`config.mk`:
```
export PLATFORM = sky130hd
export DESIGN_NAME = memfifo_rd_scheduler
export DESIGN_NICKNAME = d
export VERILOG_FILES = /design/src/rtl/memfifo_rd_scheduler.sv
export SDC_FILE = /design/constraint.sdc
export NUM_CORES = 1
export LEC_CHECK = 0
export ABC_AREA = 1
export CORE_MARGIN = 4
export CORE_UTILIZATION = 50
export CTS_CLUSTER_DIAMETER = 60
export CTS_CLUSTER_SIZE = 25
export DETAILED_ROUTE_END_ITERATION = 12
export PLACE_DENSITY = 0.72
export RECOVER_POWER = 50
export SLEW_MARGIN = 20
export SYNTH_ARGS = -nofsm -noshare
export SYNTH_HDL_FRONTEND = slang
export SYNTH_SLANG_ARGS = --single-unit
```
`constraint.sdc`:
```
create_clock -name clk -period 3.3 [get_ports clk]
set_clock_uncertainty 0.2 [all_clocks]
set_input_delay 0.66 -clock clk [delete_from_list [all_inputs] [get_ports clk]]
set_output_delay 0.66 -clock clk [all_outputs]
set_load 0.02 [all_outputs]
```
`src/rtl/memfifo_rd_scheduler.sv`:
```
// Read scheduler for the memory FIFO: queues up to four packet-count requests
// and, once data_ready is seen, issues paced memfifo_re pulses (two per packet).
module memfifo_rd_scheduler #(
  parameter int unsigned EXTRA_DELAY = 11,
  parameter int unsigned DELAY_BIT   = 3,
  parameter int unsigned TIMEOUT     = 4096
) (
  input  logic        clk,
  input  logic        rst,
  input  logic        req_valid,
  input  logic [15:0] req_packet_no,
  output logic        req_ready,
  input  logic        data_ready,
  input  logic        abort,
  output logic        memfifo_re,
  output logic        busy,
  output logic        done,
  output logic        timeout_err,
  output logic [15:0] pkt_sent,
  output logic [2:0]  queue_level
);

  localparam int unsigned PKT_W = 16;
  localparam int unsigned CNT_W = 16;
  localparam int unsigned LVL_W = 3;
  localparam int unsigned PTR_W = 2;
  localparam int unsigned DEPTH = 4;

  // Last count value of each timed state; the shared counter restarts at 0 on entry.
  localparam logic [CNT_W-1:0] DELAY_LAST   = CNT_W'(EXTRA_DELAY - 1);
  localparam logic [CNT_W-1:0] GAP_LAST     = CNT_W'((1 << DELAY_BIT) - 2);
  localparam logic [CNT_W-1:0] TIMEOUT_LAST = CNT_W'(TIMEOUT - 1);
  localparam logic [LVL_W-1:0] LVL_FULL     = LVL_W'(DEPTH);

  typedef enum logic [2:0] {
    S_IDLE,
    S_WAIT_READY,
    S_DELAY,
    S_PULSE,
    S_GAP,
    S_DONE
  } state_t;

  state_t           state;
  state_t           state_nxt;
  logic [PKT_W-1:0] fifo_mem [DEPTH];
  logic [PTR_W-1:0] wr_ptr;
  logic [PTR_W-1:0] rd_ptr;
  logic [PKT_W-1:0] target;
  logic [PKT_W-1:0] target_nxt;
  logic [PKT_W-1:0] pkt_sent_nxt;
  logic [PKT_W-1:0] pkt_inc;
  logic [CNT_W-1:0] cnt;
  logic [CNT_W-1:0] cnt_nxt;
  logic [LVL_W-1:0] level_nxt;
  logic             push;
  logic             pop;
  logic             timeout_hit;
  logic             re_nxt;
  logic             busy_nxt;
  logic             done_nxt;
  logic             timeout_nxt;
  logic             ready_nxt;

  assign push    = req_valid && req_ready;
  assign pop     = (state == S_IDLE) && (queue_level != '0);
  assign pkt_inc = pkt_sent + PKT_W'(1);

  // Request storage; contents need no reset because level/pointers gate reads.
  always_ff @(posedge clk) begin
    if (push) begin
      fifo_mem[wr_ptr] <= req_packet_no;
    end
  end

  always_comb begin
    level_nxt = queue_level;
    case ({push, pop})
      2'b10:   level_nxt = queue_level + LVL_W'(1);
      2'b01:   level_nxt = queue_level - LVL_W'(1);
      default: level_nxt = queue_level;
    endcase
  end

  // State register.
  always_ff @(posedge clk or posedge rst) begin
    if (rst) begin
      state <= S_IDLE;
    end else begin
      state <= state_nxt;
    end
  end

  // Next-state logic; abort outranks every other transition, including timeout.
  always_comb begin
    state_nxt   = state;
    timeout_hit = 1'b0;
    case (state)
      S_IDLE: begin
        if (pop) state_nxt = S_WAIT_READY;
      end
      S_WAIT_READY: begin
        if (target == '0) begin
          state_nxt = S_DONE;
        end else if (data_ready) begin
          state_nxt = (EXTRA_DELAY == 0) ? S_PULSE : S_DELAY;
        end else if (cnt == TIMEOUT_LAST) begin
          state_nxt   = S_IDLE;
          timeout_hit = 1'b1;
        end
      end
      S_DELAY: begin
        if (cnt == DELAY_LAST) state_nxt = S_PULSE;
      end
      S_PULSE: begin
        state_nxt = (pkt_inc == target) ? S_DONE : S_GAP;
      end
      S_GAP: begin
        if (cnt == GAP_LAST) state_nxt = S_PULSE;
      end
      S_DONE: begin
        state_nxt = S_IDLE;
      end
      default: begin
        state_nxt = S_IDLE;
      end
    endcase
    if (abort && (state != S_IDLE)) begin
      state_nxt   = S_IDLE;
      timeout_hit = 1'b0;
    end
  end

  // Output/datapath next values; flags are taken from the next state so each
  // registered output lines up exactly with the state it describes.
  always_comb begin
    cnt_nxt      = '0;
    target_nxt   = target;
    pkt_sent_nxt = pkt_sent;
    if ((state_nxt == state) && (state != S_IDLE)) begin
      cnt_nxt = cnt + CNT_W'(1);
    end
    if (pop) begin
      target_nxt   = PKT_W'(fifo_mem[rd_ptr] << 1);
      pkt_sent_nxt = '0;
    end else if (state == S_PULSE) begin
      pkt_sent_nxt = pkt_inc;
    end
    re_nxt      = (state_nxt == S_PULSE);
    busy_nxt    = (state_nxt != S_IDLE);
    done_nxt    = (state_nxt == S_DONE);
    timeout_nxt = timeout_hit;
    ready_nxt   = (level_nxt != LVL_FULL);
  end

  // Datapath and output registers.
  always_ff @(posedge clk or posedge rst) begin
    if (rst) begin
      cnt         <= '0;
      target      <= '0;
      pkt_sent    <= '0;
      wr_ptr      <= '0;
      rd_ptr      <= '0;
      queue_level <= '0;
      req_ready   <= 1'b1;
      memfifo_re  <= 1'b0;
      busy        <= 1'b0;
      done        <= 1'b0;
      timeout_err <= 1'b0;
    end else begin
      cnt         <= cnt_nxt;
      target      <= target_nxt;
      pkt_sent    <= pkt_sent_nxt;
      queue_level <= level_nxt;
      req_ready   <= ready_nxt;
      memfifo_re  <= re_nxt;
      busy        <= busy_nxt;
      done        <= done_nxt;
      timeout_err <= timeout_nxt;
      if (push) wr_ptr <= wr_ptr + PTR_W'(1);
      if (pop)  rd_ptr <= rd_ptr + PTR_W'(1);
    end
  end

endmodule

```
# --- Word-level counts from Yosys, hierarchy flattened ---
# Memory sizes are Yosys's and may differ from the RTL's. A register that Yosys moved wholly into a read port is not among the register bits.
# Index checks and enable logic that the tools add are counted.
word_totals:
  mem_count: 1
  ram_bits: 64
  reg_bits: 47
  out_inout_bits: 24
op_classes:
  mux: 20
  n_reduce_logical: 10
  n_eq_ne: 14
  n_addsub: 6
mem_list:
  columns: ["name", "depth", "word_bits", "read_ports", "rd_clocked_by_memory_dff", "wr", "line", "rtl"]
  rows:
  - ["fifo_mem", 4, 16, 1, 1, 1, "46", "logic [PKT_W-1:0] fifo_mem [DEPTH];"]
ops:
  columns: ["operator", "count"]
  rows:
  - ["2-to-1 mux 16 bit", 3]
  - ["adder 16 x 1 -> 16 bit, second input constant", 2]
  - ["2-to-1 mux 3 bit", 7]
  - ["== test 16 x 12 -> 1 bit, second input constant", 1]
  - ["== test 16 bit", 1]
  - ["== test 16 x 3 -> 1 bit, second input constant", 1]
  - ["== test 16 x 4 -> 1 bit, second input constant", 1]
  - ["zero test 16 bit", 1]
  - ["case mux 3 bit (5 select lines)", 1]
  - ["== test 3 x 2 -> 1 bit, second input constant", 3]
  - ["nonzero test 3 bit", 3]
  - ["2-to-1 mux 1 bit", 8]
  - ["== test 3 bit, second input constant", 2]
  - ["case mux 3 bit (2 select lines)", 1]
  - ["adder 2 x 1 -> 2 bit, second input constant", 2]
  - ["logical AND 1 bit", 4]
  - ["adder 3 x 1 -> 3 bit, second input constant", 1]
  - ["== test 3 x 1 -> 1 bit, second input constant", 1]
  - ["== test 3 bit", 1]
  - ["zero test 3 bit", 1]
  - ["!= test 3 bit, second input constant", 1]
  - ["subtractor 3 x 1 -> 3 bit, second input constant", 1]
  - ["== test 2 x 1 -> 1 bit, second input constant", 1]
  - ["== test 2 bit, second input constant", 1]
  - ["nonzero test 2 bit", 1]

# --- Depth between registers and ports, before layout ---
# Gate-level depths: netlist of run 1.
depth:
  depth_word: 9
  depth_mapped: 18
  depth_no_buf: 17

# --- Least setup slack after synthesis of run 1 ---
# Ideal clock, no wire load.
synth_timing:
  path_type: "reg-to-reg"
  from: "register queue_level[0]"
  to: "register req_ready"
  setup_slack_ns: 0.606
  path_stages_with_launch: 10
  t_arrival_ns: 2.434
  path_cell_list: "dfrtp_1 -> o31ai_1 -> inv_1 -> clkbuf_1 -> ha_1 -> inv_1 -> fa_1 -> o21ai_0 -> nor2_1 -> nand2_1"
synth_between:
  elab_chain_len: 5
  elab_cells_between_ends: 8
  cone_classes: "add/sub: 2; eq/ne: 3; mux: 1; reduce/logical: 2"
synth_lines:
  columns: ["element", "line", "rtl"]
  rows:
  - ["start, declared", "20", "output logic [2:0] queue_level"]
  - ["start signal, assigned", "174", "queue_level <= level_nxt;"]
  - ["nonzero test 3 bit *", "66", "assign pop = (state == S_IDLE) && (queue_level != '0);"]
  - ["logical AND 1 bit *", "66", null]
  - ["via pop", "57", "logic pop;"]
  - ["== test 2 x 1 -> 1 bit or == test 2 bit (tied branches)", "78", "case ({push, pop})"]
  - ["case mux 3 bit (2 select lines) *", "78", null]
  - ["via level_nxt[1]", "55", "logic [LVL_W-1:0] level_nxt;"]
  - ["!= test 3 bit *", "153", "ready_nxt = (level_nxt != LVL_FULL);"]
  - ["via ready_nxt", "63", "logic ready_nxt;"]
  - ["end signal, assigned", "175", "req_ready <= ready_nxt;"]
  - ["end, declared", "12", "output logic req_ready,"]
# The timed path passes the listed nets; every way through them passes the cells marked *.
# A chain may end at the register's enable or synchronous reset.

# --- Worst setup path after layout of run 1 ---
layout_timing:
  from: "register pkt_sent[0]"
  to: "register cnt[3]"
layout_between:
  elab_chain_len: 8
layout_lines:
  columns: ["element", "line", "rtl"]
  rows:
  - ["start, declared", "19", "output logic [15:0] pkt_sent,"]
  - ["start signal, assigned", "173", "pkt_sent <= pkt_sent_nxt;"]
  - ["adder 16 x 1 -> 16 bit", "67", "assign pkt_inc = pkt_sent + PKT_W'(1);"]
  - ["== test 16 bit", "116", "state_nxt = (pkt_inc == target) ? S_DONE : S_GAP;"]
  - ["2-to-1 mux 1 bit", "116", null]
  - ["case mux 3 bit (5 select lines)", "98", "case (state)"]
  - ["2-to-1 mux 3 bit", "128", "if (abort && (state != S_IDLE)) begin"]
  - ["== test 3 bit", "140", "if ((state_nxt == state) && (state != S_IDLE)) begin"]
  - ["logical AND 1 bit", "140", null]
  - ["2-to-1 mux 16 bit", "140", null]
  - ["via cnt_nxt[3]", "54", "logic [CNT_W-1:0] cnt_nxt;"]
  - ["end signal, assigned", "171", "cnt <= cnt_nxt;"]
  - ["end, declared", "53", "logic [CNT_W-1:0] cnt;"]
# The timed path passes the listed nets, and every way through them passes these cells.

==> impl_results.md, run 1 <==
* Outcome: complete, but fails checks
* Failing checks: capacitance limit, slew limit
* DP Wirelength at 8.12 mm
* Synth Register Bits at 122
* Pleak at 0.00284 uW
* RSZ-0062 raised after global routing: false
* Most frequent cells in the layout: nand2_1 (101), nor2_1 (85), inv_1 (71)
* Instance count on the critical path at 15
* Synth Cell Area at 5810 um^2
* Core region area at 11400 um^2
* Max cap viols at 1
* Ports at 45
* Layout area overhead at 21.1%
* Fill cells at 935
* Largest net degree at the start of global routing at 63
* DRC at 0
* Critical path endpoint category: flop
* Layout cell share with drive strength beyond 1 at 0.0877
* Setup_tns at 0 ns
* Internal power at 3840 uW
* Worst hold endpoint: cnt[0]
* Highest net fanout along the worst path at 16
* Vias at 4444
* CP top delay family: simple AND/OR/NAND/NOR gates
* Vias in the first global route at 4227
* H-tree depth at 4
* CP max-delay cell: dfrtp_1
* Global-route wire length before repair at 20.3 mm
* Ys Warns at 0
* Hold path cells at 1
* Final critical-path required period at 2.65 ns
* Final nets at 701
* Worst skew pair latency at 0.41 ns
* Mapped Cells at 613
* Mapped Avg Cell Area at 9.47 um^2
* Worst hold path class: flop to flop
* GP Congestion at 0.927
* Reg2Reg Setup Slack at 0.65 ns
* Clk buf depth at 2
* Max Fclk at 377 MHz
* Worst-path clk slew at 0.05 ns
* Total net switching power at 2090 uW
* Critical path class: flop to flop
* Post-CTS setup buffer count at 0
* Crit path cell chain: ha_1 > nand2_1 > nor2_4 > nand4_1 > nand3_1 > nand2_1 > nor2_1 > nand2_1 > nor2_1 > nand2_1 > nand2_2 > nand2_2 > nand2_2 > nand3_4 > nor2_1
* Fin. Hold Viols at 0
* Iter 0 DRT Violations at 309
* Synthesized Nets at 643
* CP Buf/Inv Count at 0
* Sequential share of power at 0.362
* Die area at 13400 um^2
* # hold bufs at CTS at 0
* Worst r2r src: pkt_sent[0]
* Sequential share of the synthesized area at 0.578
* Max-slew violations at 61
* N_diodes at 0
* Final setup violating endpoints at 0
* Total Routed Length at 12.2 mm
* Worst-margin pin slew at 1.50 ns
* CP arrival at 2.79 ns
* Critical path's largest stage delay at 0.43 ns
* Worst vdd ir at 592 uV
* Top cell by count, worst path: nand2_1
* Clock root buffer: clkbuf_16
* Drt first pass iters at 5
* IO Port Bufs at 43
* Startpoint Class: flop
* Area after DPL at 6440 um^2
* CTS Buf Count at 17
* CTS tree: done
* Initial core utilization at 0.509
* Post-route cell area at 7040 um^2
* Slew HR at -0.000758
* DIE WIDTH at 116 um
* Tcrit/Tclk final at 0.804
* PD cells at 842 nW/um^2
* Commonest non-fill, non-tap cell in the layout: nand2_1
* Combinational power share at 0.316
* Row cnt at 39
* Post-DR vias/cell at 5.37
* Count of different cell masters after synthesis at 30
* Post-CTS sizing at 0
* Gr usage total at 0.196
* Clock sink count at 122
* Remaining Overflow, GRT at 0
* CP required at 3.43 ns
* Die Ht at 116 um
* Beginning of the worst hold path: cnt[0]
* Clock power frac at 0.322
* Worst Reg2Reg Path Length in Cells at 15
* Switching share of power at 0.352
* Wire per inst at 14.8 um
* Initial antenna violation count at 0
* RR Endpoint: cnt[3]
* ANT nets after route at 0
[layout make-up]
| type | instances | area [um^2] | share of cell area |
|---|---|---|---|
| Tap cell | 143 | 179 | 0.0254 |
| Sequential cell | 122 | 3350 | 0.477 |
| Multi-Input combinational cell | 404 | 2120 | 0.301 |
| Timing Repair Buffer | 53 | 492 | 0.0699 |
| Clock inverter | 10 | 143 | 0.0203 |
| Clock buffer | 22 | 474 | 0.0674 |
| Inverter | 73 | 274 | 0.0389 |
[how the worst max path moves through the flow]
stage / from / endpoint / slack (ns)
floorplan: queue_level[0] / req_ready / 0.61
global placement: req_valid / req_ready / 0.58
detailed placement: req_valid / req_ready / 0.53
CTS: pkt_sent[0] / cnt[3] / 0.64
global route: pkt_sent[0] / cnt[0] / 0.28
finish: pkt_sent[0] / cnt[3] / 0.65
[worst register-to-register path: stages, from the launching register on]
cell and delay, ns:
dfrtp_1 0.43, ha_1 0.22, nand2_1 0.14, nor2_4 0.22, nand4_1 0.16, nand3_1 0.12
nand2_1 0.06, nor2_1 0.11, nand2_1 0.07, nor2_1 0.11, nand2_1 0.12, nand2_2 0.10
nand2_2 0.08, nand2_2 0.09, nand3_4 0.19, nor2_1 0.17
[stage by stage]
step | std cells | power, uW | utilization | hold slack [ns] | setup WS (ns)
finish | 827 | 5930 | 0.616 | 0.273 | 0.646
global route | 827 | 6330 | 0.616 | 0.307 | 0.276
CTS | 827 | 5970 | 0.618 | 0.275 | 0.644
detailed placement | 795 | 4040 | 0.564 | 0.268 | 0.534
global placement | 795 | 3980 | 0.564 | 0.249 | 0.580
floorplan | 613 | 3470 | - | 0.230 | 0.606
[state kept, by name (all words and copies together) (netlist names), 2 cells and up]
register / count
cnt: 16
fifo_mem: 60
pkt_sent: 16
queue_level: 3
rd_ptr: 2
state: 3
target: 15
wr_ptr: 2
[Yosys cell counts]
cell type	count	area (um^2)
a21oi_1	7	35.0
a31oi_1	1	6.26
and2_1	1	6.26
buf_6	1	11.3
clkbuf_1	13	48.8
clkinv_1	1	3.75
dfrtp_1	61	1530
dfstp_2	1	26.3
edfxtp_1	60	1800
fa_1	1	20.0
ha_1	8	100
inv_1	72	270
nand2_1	101	379
nand2_2	6	37.5
nand3_1	50	250
nand3_2	2	20.0
nand3_4	1	17.5
nand4_1	15	93.8
nor2_1	85	319
nor2_2	7	43.8
nor2_4	5	56.3
nor3_1	8	40.0
nor4_1	3	18.8
o21ai_0	57	285
o22ai_1	20	125
o31ai_1	1	7.51
or2_2	1	6.26
xnor2_1	4	35.0
xnor3_1	3	67.6
xor2_1	17	149
[per-layer routing]
| layer | track usage | part of all wire |
|---|---|---|
| met5 | 0 | 0 |
| met1 | 0.256 | 0.44 |
| met3 | 0.0559 | 0.051 |
| met4 | 0.0704 | 0.016 |
| met2 | 0.316 | 0.49 |
[logic make-up after synthesis]
group / after synthesis / share of synthesized area
buf+inv: 87 / 0.0575
compound gates: 86 / 0.0791
flops: 122 / 0.578
simple gates: 285 / 0.222
fa+ha+maj: 9 / 0.0207
xor+xnor: 24 / 0.0433
[power by group through the flow]
stage | Combinational (uW) | Sequential [uW] | Clock [uW]
global placement | 1820 | 2160 | 0
CTS | 1890 | 2140 | 1930
finish | 1870 | 2150 | 1910
floorplan | 1310 | 2160 | 0
global route | 2140 | 2180 | 2010
detailed placement | 1870 | 2170 | 0
Note: power is estimated with default switching activity, not from simulation.
==> inputs of run 2 (changes only) <==
Clock period 3.3 ns to 2.53 ns, I/O delays scaled along.
==> run 2 against run 1 <==
Compared with the run above: the run now ends clean; highest routed layer unchanged; largest power group is now combinational logic; sequential cell count did not move; setup slack worse by 0.56 ns; global-route usage is 0.55 points higher; count of clock-buffer cells in the layout decreased by 5; non-clock buffer count is 18 higher; largest cell class unchanged; critical path depth unchanged; die area stayed put; cell count rose by 2.3%; clock power rose by 28%; worst hold slack improved by 0.068 ns; total power rose by 35%.
==> impl_results.md, run 2 (synthesized netlist as in run 1, its figures left out) <==
* Internal power at 5010 uW
* Wire per inst at 15.1 um
* IO Port Bufs at 43
* Combinational power share at 0.351
* Worst skew pair latency at 0.42 ns
* Slew HR at 0.389
* Max cap viols at 0
* Worst hold path class: flop to flop
* Clk buf depth at 2
* CTS Buf Count at 17
* Pleak at 0.00295 uW
* Row cnt at 39
* Final critical-path required period at 2.44 ns
* Commonest non-fill, non-tap cell in the layout: nand2_1
* Clock sink count at 122
* Biggest register: fifo_mem
* Die Ht at 116 um
* Placed instance count at 806
* ANT nets after route at 0
* Critical path class: flop to flop
* Max-slew violations at 0
* Final core utilization at 0.642
* N_diodes at 0
* DIE WIDTH at 116 um
* # hold bufs at CTS at 0
* Global-route wire length before repair at 20.9 mm
* Worst vdd ir at 689 uV
* DRC at 0
* Largest regs: fifo_mem: 60 flops, cnt: 16 flops, pkt_sent: 16 flops
* Core region area at 11400 um^2
* Outcome: finished clean
* CP arrival at 2.59 ns
* Startpoint Class: flop
* Switching share of power at 0.373
* Most frequent cells in the layout: nand2_1 (91), nor2_1 (74), inv_1 (72)
* Worst-path clk slew at 0.06 ns
* Worst Reg2Reg Path Length in Cells at 15
* RSZ-0062 raised after global routing: true
* Max Fclk at 410 MHz
* GP Congestion at 0.908
* Clock power frac at 0.307
* CTS tree: done
* Initial antenna violation count at 0
* Vias at 4585
* Sequential share of power at 0.343
* Die area at 13400 um^2
* Layout cell share with drive strength beyond 1 at 0.164
* Drt first pass iters at 5
* Fin cells at 846
* Met1 Wirelength at 5.59 mm
* Largest net degree at the start of global routing at 32
* Max reg flops at 60
* Met2 WL at 6.22 mm
* Critical path endpoint category: flop
* Worst-margin pin slew at 0.916 ns
* Total Routed Length at 12.8 mm
* Gr usage total at 0.202
* Post-DR vias/cell at 5.42
* Final setup violating endpoints at 0
* PD cells at 1090 nW/um^2
* Iter 0 DRT Violations at 366
* Top routing layer in use: met4
* Clock root buffer: clkbuf_16
* Initial core utilization at 0.509
* Tcrit/Tclk final at 0.965
* Final nets at 720
* Met3 routed WL at 725 um
* CP required at 2.68 ns
* Hold path cells at 2
* Highest net fanout along the worst path at 8
* Total net switching power at 2980 uW
* Layout area overhead at 26.3%
* Ports at 45
* Fin. Hold Viols at 0
* Remaining Overflow, GRT at 0
* Vias in the first global route at 4451
* DP Wirelength at 8.37 mm
* H-tree depth at 4
run 2: cell types whose count changed in the layout (fill, tap and decap cells not counted), sizes merged:
cell	before	now
buf	6	22
clkinvlp	4	0
clkbuf	26	23
nand3	53	54
bufinv	3	2
inv	71	81
run 2: critical path, cell delays in order (launching register included):
cell     delay, ns
dfrtp_1       0.41
ha_4          0.18
nand2_4       0.06
nor2_4        0.20
nand4_1       0.17
nand3_1       0.13
nand2_2       0.06
nor2_2        0.10
nand2_1       0.06
nor2_2        0.13
nand2_2       0.10
nand2_4       0.10
nand2_4       0.06
nand2_4       0.11
nand3_4       0.16
nor2_1        0.14
run 2: per-layer routing:
layer,vias to the layer above,GRT usage
met5,-,0
met4,0,0.0820
met3,27,0.0454
met2,131,0.329
met1,2202,0.263
li1,2225,-
run 2: final timing paths:
path                             start            to  slack (ns)
setup / recovery           pkt_sent[1]        cnt[1]        0.09
hold / removal                 cnt[15]       cnt[15]        0.34
setup reg to reg           pkt_sent[1]        cnt[1]        0.09
hold reg to reg                cnt[15]       cnt[15]        0.34
max in group asynchronous          rst    memfifo_re        0.50
min in group asynchronous          rst  pkt_sent[12]        0.52
run 2: power groups by stage:
stage	Combinational (uW)	Sequential (uW)	Clock [uW]
3_5_place_dp	2580	2760	0
5_1_grt	3170	2780	2590
2_1_floorplan	1720	2820	0
6_report	2800	2740	2450
4_1_cts	2690	2730	2470
3_3_place_gp	2510	2750	0
run 2: cell type report:
class | count | area (um^2)
timing repair buffer | 71 | 623
inverter | 73 | 274
fill | 887 | 4080
clock buffer | 17 | 425
clock inverter | 15 | 176
sequential | 122 | 3360
tap | 143 | 179
multi-input combinational | 405 | 2290
run 2: repair_timing:
item | in CTS | in global routing
setup endpoints to repair | 9 | 17
pin swaps | 3 | 23
gates resized for setup | 5 | 45
buffers inserted | 0 | 7
cloned | 1 | 0
run 2: stage by stage:
stage                     setup TNS (ns)  area, um^2  hold slack [ns]  total power, uW  worst slack (ns)
after floorplan                        0        5810            0.230             4540            0.0356
after global placement                 0        6530            0.249             5260            0.0591
after detailed placement       -0.000754        6530            0.270             5340         -0.000754
after CTS                              0        7170            0.262             7900           0.00216
after global routing              -0.759        7340            0.372             8540           -0.0719
final                                  0        7340            0.340             7980            0.0889
